### config.mk
export PLATFORM = sky130hd
export DESIGN_NAME = if_stage_flat
export DESIGN_NICKNAME = d
export VERILOG_FILES = /design/src/rtl/if_stage_pkg.sv /design/src/rtl/if_stage_if.sv /design/src/rtl/if_stage_flopenrc.sv /design/src/rtl/if_stage.sv /design/src/flat_wrapper.sv
export SDC_FILE = /design/constraint.sdc
export NUM_CORES = 1
export LEC_CHECK = 0
export CAP_MARGIN = 20
export CORE_ASPECT_RATIO = 0.6
export CORE_MARGIN = 1.5
export CORE_UTILIZATION = 60
export CTS_CLUSTER_DIAMETER = 60
export DETAILED_ROUTE_END_ITERATION = 7
export DONT_BUFFER_PORTS = 1
export PLACE_DENSITY = 0.78
export SLEW_MARGIN = 15
export SYNTH_ARGS = -nofsm -noshare
export SYNTH_HDL_FRONTEND = slang
export SYNTH_SLANG_ARGS = --single-unit
### constraint.sdc
create_clock -name clk -period 7.6 [get_ports clk]
set_input_delay 0.76 -clock clk [delete_from_list [all_inputs] [get_ports clk]]
set_output_delay 0.76 -clock clk [all_outputs]
set_load 0.005 [all_outputs]
### src/rtl/if_stage_pkg.sv
// Shared types and constants for the instruction-fetch stage.
// State encodings and the default reset PC live here.
package if_stage_pkg;

    localparam logic [31:0] RESET_PC_DEFAULT = 32'h0000_0000;

    typedef enum logic [1:0] {
        ST_REQ  = 2'd0,
        ST_BUF  = 2'd1,
        ST_DROP = 2'd2
    } state_t;

    // J-type target: upper nibble of the delay-free pc+4 plus the 26-bit index.
    function automatic logic [31:0] jump_target(input logic [31:0] pcplus4,
                                                input logic [31:0] instr);
        return {pcplus4[31:28], instr[25:0], 2'b00};
    endfunction

endpackage

### src/rtl/if_stage_if.sv
// Instruction-memory bus between the fetch stage (master) and the memory (slave).
// Handshake: imem_req is held high with imem_addr stable until a one-cycle
// imem_ack, which also marks imem_rdata valid in that same cycle.
interface if_stage_if;
    logic        imem_req;
    logic [31:0] imem_addr;
    logic        imem_ack;
    logic [31:0] imem_rdata;

    modport master (output imem_req, output imem_addr,
                    input  imem_ack, input  imem_rdata);
    modport slave  (input  imem_req, input  imem_addr,
                    output imem_ack, output imem_rdata);
endinterface

### src/rtl/if_stage_flopenrc.sv
// Register with enable, asynchronous reset and synchronous clear.
// Clear takes priority over enable.
module if_stage_flopenrc #(
    parameter int W = 32
) (
    input  logic         clk,
    input  logic         rst,
    input  logic         en,
    input  logic         clr,
    input  logic [W-1:0] d,
    output logic [W-1:0] q
);

    always_ff @(posedge clk or posedge rst) begin
        if (rst)      q <= '0;
        else if (clr) q <= '0;
        else if (en)  q <= d;
    end

endmodule

### src/rtl/if_stage.sv
// Instruction-fetch stage: PC, request FSM (REQ/BUF/DROP) and the IF/ID register.
// Optional macro IF_PC_ALIGN_CHECK_EN adds adel_f and blocks misaligned fetches.
module if_stage
    import if_stage_pkg::*;
#(
    parameter logic [31:0] RESET_PC = RESET_PC_DEFAULT
) (
    input  logic        clk,
    input  logic        rst,
    if_stage_if.master  imem,
    input  logic        stall_d,
    input  logic        flush_d,
    input  logic        branch_d,
    input  logic [31:0] pc_branch_d,
    input  logic        jump_d,
    output logic [31:0] instr_d,
    output logic [31:0] pc_d,
    output logic [31:0] pcplus4_d,
    output logic        valid_d,
`ifdef IF_PC_ALIGN_CHECK_EN
    output logic        adel_f,
`endif
    output state_t      state_dbg
);

    state_t      state_q, state_n;
    logic [31:0] pc_q, pc_n;
    logic [31:0] buf_q, buf_n;
    logic [31:0] stale_q, stale_n;
    logic [31:0] pc_plus4;
    logic [31:0] fetch_addr;
    logic        redirect;
    logic [31:0] target;
    logic        misaligned;
    logic        load_word;
    logic [31:0] word;
    logic        req_c;
    logic [31:0] addr_c;

    assign pc_plus4   = pc_q + 32'd4;
    assign fetch_addr = {pc_q[31:2], 2'b00};
    assign redirect   = jump_d | branch_d;
    assign target     = jump_d ? jump_target(pcplus4_d, instr_d) : pc_branch_d;

`ifdef IF_PC_ALIGN_CHECK_EN
    assign misaligned = |pc_q[1:0];
    assign adel_f     = (state_q == ST_REQ) && misaligned;
`else
    assign misaligned = 1'b0;
`endif

    always_ff @(posedge clk or posedge rst) begin
        if (rst) begin
            state_q <= ST_REQ;
            pc_q    <= RESET_PC;
            buf_q   <= '0;
            stale_q <= '0;
        end else begin
            state_q <= state_n;
            pc_q    <= pc_n;
            buf_q   <= buf_n;
            stale_q <= stale_n;
        end
    end

    always_comb begin
        state_n   = state_q;
        pc_n      = pc_q;
        buf_n     = buf_q;
        stale_n   = stale_q;
        load_word = 1'b0;
        word      = imem.imem_rdata;
        req_c     = 1'b0;
        addr_c    = fetch_addr;
        unique case (state_q)
            ST_REQ: begin
                req_c = !misaligned;
                if (redirect) begin
                    pc_n = target;
                    // An unanswered request must still be drained before refetching.
                    if (!misaligned && !imem.imem_ack) begin
                        state_n = ST_DROP;
                        stale_n = fetch_addr;
                    end
                end else if (!misaligned && imem.imem_ack) begin
                    if (stall_d) begin
                        buf_n   = imem.imem_rdata;
                        state_n = ST_BUF;
                    end else begin
                        load_word = 1'b1;
                        pc_n      = pc_plus4;
                    end
                end
            end
            ST_BUF: begin
                if (redirect) begin
                    pc_n    = target;
                    state_n = ST_REQ;
                end else if (!stall_d) begin
                    load_word = 1'b1;
                    word      = buf_q;
                    pc_n      = pc_plus4;
                    state_n   = ST_REQ;
                end
            end
            ST_DROP: begin
                req_c  = 1'b1;
                addr_c = stale_q;
                if (redirect)       pc_n    = target;
                if (imem.imem_ack)  state_n = ST_REQ;
            end
            default: state_n = ST_REQ;
        endcase
    end

    assign imem.imem_req  = req_c;
    assign imem.imem_addr = addr_c;
    assign state_dbg      = state_q;

    // IF/ID register: flush clears, stall holds, otherwise load a word or a bubble.
    if_stage_flopenrc #(.W(32)) u_instr (
        .clk(clk), .rst(rst), .en(load_word), .clr(flush_d), .d(word), .q(instr_d)
    );
    if_stage_flopenrc #(.W(32)) u_pc (
        .clk(clk), .rst(rst), .en(load_word), .clr(flush_d), .d(pc_q), .q(pc_d)
    );
    if_stage_flopenrc #(.W(32)) u_pcplus4 (
        .clk(clk), .rst(rst), .en(load_word), .clr(flush_d), .d(pc_plus4), .q(pcplus4_d)
    );
    if_stage_flopenrc #(.W(1)) u_valid (
        .clk(clk), .rst(rst), .en(!stall_d), .clr(flush_d), .d(load_word), .q(valid_d)
    );

endmodule

### src/flat_wrapper.sv
// flat-port wrapper written by rule: the top's interface ports become plain ports
module if_stage_flat import if_stage_pkg::*;
#(
    parameter logic [31:0] RESET_PC = RESET_PC_DEFAULT
)
  (clk, rst, stall_d, flush_d, branch_d, pc_branch_d, jump_d, instr_d, pc_d, pcplus4_d, valid_d, state_dbg, imem_imem_req, imem_imem_addr, imem_imem_ack, imem_imem_rdata);
  if_stage_if imem_i ();
  input  logic clk;
  input  logic rst;
  input  logic stall_d;
  input  logic flush_d;
  input  logic branch_d;
  input  logic [31:0] pc_branch_d;
  input  logic jump_d;
  output logic [31:0] instr_d;
  output logic [31:0] pc_d;
  output logic [31:0] pcplus4_d;
  output logic valid_d;
  output state_t state_dbg;
  output wire logic [$bits(imem_i.imem_req)-1:0] imem_imem_req;
  output wire logic [$bits(imem_i.imem_addr)-1:0] imem_imem_addr;
  input wire logic [$bits(imem_i.imem_ack)-1:0] imem_imem_ack;
  input wire logic [$bits(imem_i.imem_rdata)-1:0] imem_imem_rdata;
  assign imem_imem_req = imem_i.imem_req;
  assign imem_imem_addr = imem_i.imem_addr;
  assign imem_i.imem_ack = imem_imem_ack;
  assign imem_i.imem_rdata = imem_imem_rdata;
  if_stage #(.RESET_PC(RESET_PC)) u_core (.clk(clk), .rst(rst), .imem(imem_i), .stall_d(stall_d), .flush_d(flush_d), .branch_d(branch_d), .pc_branch_d(pc_branch_d), .jump_d(jump_d), .instr_d(instr_d), .pc_d(pc_d), .pcplus4_d(pcplus4_d), .valid_d(valid_d), .state_dbg(state_dbg));
endmodule
==> run_results.csv <==
group,metric,value,unit
worst_setup_path,reg2regPathDepth,4,
floorplan,start_util,62.6,%
worst_setup_path,start_kind,"register",
synth,synth_cells,987,
timing,clock_skew,14.9,ps
pwr,total_power,2.55,mW
clock_tree,clock_tree.buffer_depth,2,
clock_tree,clock_sink_count,191,
route,drc,0,
finish,drive_gt1_share,17.6,%
global_routing,overflow,0,
finish,layout_commonest_cell,"dfrtp_1",
clock_tree,cts_hold_buf,0,
clock_tree,cts_setup_buffers,0,
timing,slew-limit-headroom,27.6,%
route,avgRoutedWirePerCell,23.1,um
worst_setup_path,crit_fanout,29,
clock_tree,cts_max_level,4,
worst_setup_path,worst-r2r-setup-slack,4680,ps
synth,synthFlopType,"dfrtp_1",
placement,dp_cells,1090,
clock_tree,clock_latency,430,ps
global_routing,grt_pass1_wl,41000,um
synth,synth_edf_count,0,
worst_setup_path,r2r-end,"u_core.u_pcplus4.q[30]",
pwr,swShare,29.6,%
floorplan,io_pins,203,
finish,area_growth,5.54,%
worst_setup_path,critPathSlowestCell,"dfrtp_1",
synth,synthTopCellsByArea,"dfrtp_1 (49%), mux2_2 (12%), nand2_1 (4.8%), a311oi_1 (3.7%), nand3_1 (3.1%)",
placement,gp_congestion,0.861,
route,ant_nets,0,
timing,min_period,3170,ps
clock_tree,ctsResizeCount,0,
finish,antenna_cells,0,
timing,rsz0062_at_grt,"false",
pwr,switchingPower,0.756,mW
clock_tree,path_clk_slew,70,ps
global_routing,grt_pass1_vias,7175,
clock_tree,cts_tree,"done",
timing,setup_viol,0,
synth,synth_top_area_share,48.8,%
worst_setup_path,startpoint,"u_core.state_dbg[1]",
synth,ys_ff_latch,191,
route,viasPerCell,6.72,
worst_setup_path,worstPathCellList,"nand2b_2, buf_12, mux2_2",
floorplan,coreArea,0.0156,sq mm
finish,finalNetCount,982,
floorplan,die_h,102,um
synth,synth_cell_types,63,
clock_tree,cts-buffers-inserted,17,
synth,async_flop_share,100,%
pwr,seq_power_share,51.5,%
route,drt-total-wl,25900,um
global_routing,grt_use_total,31.0,%
placement,hpwlAfterDp,16900,um
timing,drv_slew,0,
global_routing,grt_antenna_before_repair,0,
pwr,p_int,1.80,mW
synth,yosys.area.top_type,"dfrtp_1",
placement,io_buffers,0,
worst_setup_path,crit_path_max_incr_delay,900,ps
route,first_pass_iters,7,
synth,synth_seq_area_share,48.8,%
outcome,status,"finished clean",
floorplan,rows,35,
pwr,combPwrFrac,15.8,%
global_routing,grt_max_degree,114,
finish,final_cell_mix,"dfrtp_1 (190), nand2_1 (124), mux2_2 (101)",
min_path,min-delay-path-class,"primary input to async pin",
timing,max_clock_freq,315,MHz
finish,fillers,1266,
route,vias,7561,
worst_setup_path,regToRegStartpoint,"u_core.pc_q[14]",
floorplan,die_w,168,um
pwr,leakagePower,4.17,nW
pwr,pwr_density_cell,247,mW/mm^2
timing,min_period_over_period,41.7,%
floorplan,dieArea,0.0171,sq mm
timing,worstMarginPinSlew,1080,ps
worst_setup_path,cp.arrival,2410,ps
worst_setup_path,endpoint_kind,"output pin",
synth,synth.avg_cell_area,9.92,sq um
finish,stdcell_count,1125,
timing,hold_violations,0,
synth,ys_warn_count,0,
pwr,p_clk_share,32.7,%
worst_setup_path,required,6840,ps
worst_setup_path,worst-setup-path-type,"register to output pin",
route,initialDrtViolationCount,655,
synth,netlist_area,0.00979,sq mm
clock_tree,clockRootBuffer,"clkbuf_16",
pwr,ir_worst_vdd,0.147,mV
job,drv_cap,0,
timing,tns,0,ps
-- layout make-up --
type	count	area [sq um]	area share (%)
flip-flops and latches	191	4780	46.3
multi-input cells	678	4540	44.0
inverters	9	41.3	0.400
clock inverters	12	103	0.993
well taps	203	254	2.46
clock buffers	19	433	4.19
repair buffers	13	175	1.70
-- synth_stat cells, drive strengths merged, types with 13 or more instances --
cell type,instances
a211oi,22
a21oi,55
a311oi,42
buf,36
clkbuf,74
dfrtp,191
mux2,101
mux2i,18
nand2,125
nand3,61
nand4,13
nor2,65
nor3,13
o21ai,14
-- state kept, by name (all words and copies together) (netlist names) --
register / count
u_core.buf_q: 32
u_core.pc_q: 32
u_core.u_instr.q: 32
u_core.u_pcplus4.q: 32
u_core.stale_q: 30
u_core.u_pc.q: 30
u_core.state_dbg: 2
u_core.u_valid.q: 1
-- critical path, delay by kind of cell (launching register included) --
family / cells / cell delay, ps
buffers and inverters: 1 / 310
DFF: 1 / 900
muxes: 1 / 320
and+or+nand+nor: 1 / 450
-- stage by stage --
step	hold WS (ps)	util [%]	cell area, sq um	setup WS, ps
final	320	66.1	10300	4430
after global routing	360	66.1	10300	4310
after CTS	350	65.5	10200	4110
after detailed placement	492	62.0	9700	4340
after global placement	485	62.0	9700	4410
after floorplan	477	-	9790	1640
-- layer usage --
metal  part of all wire [%]  vias up  track usage, %
li1                       -     3442               -
met1                     42     3763            41.9
met2                     45      330            48.3
met3                     11       26            10.8
met4                    1.4        0            8.45
met5                      0        -               0
-- worst max-delay path by stage --
stage | endpoint | slack [ps] | cells after the start
3_5_place_dp | u_core.pc_q[31] | 4340 | 5
3_3_place_gp | u_core.pc_q[31] | 4410 | 5
6_report | imem_imem_addr[8] | 4430 | 3
5_1_grt | imem_imem_addr[8] | 4310 | 3
2_1_floorplan | u_core.buf_q[0] | 1640 | 1
4_1_cts | imem_imem_addr[31] | 4110 | 2
-- power by group through the flow --
stage          combinational [mW]  sequential (mW)  clock, mW
3_5_place_dp                0.396             1.33          0
5_1_grt                     0.443             1.34      0.886
4_1_cts                     0.399             1.31      0.846
2_1_floorplan               0.385             1.25          0
3_3_place_gp                0.384             1.32          0
6_report                    0.404             1.31      0.834
-- logic make-up after synthesis --
family                     Yosys count  synth area share (%)
AOI/OAI and AO/OA                  205                  14.9
xor gates and xnor gates            11                 0.984
adders and majority gates            1                 0.128
buffers and inverters              119                  5.08
DFF                                191                  48.8
muxes                              119                  13.5
other                                1                0.0383
and+or+nand+nor                    340                  16.5
(Power assumes the default switching activity.)
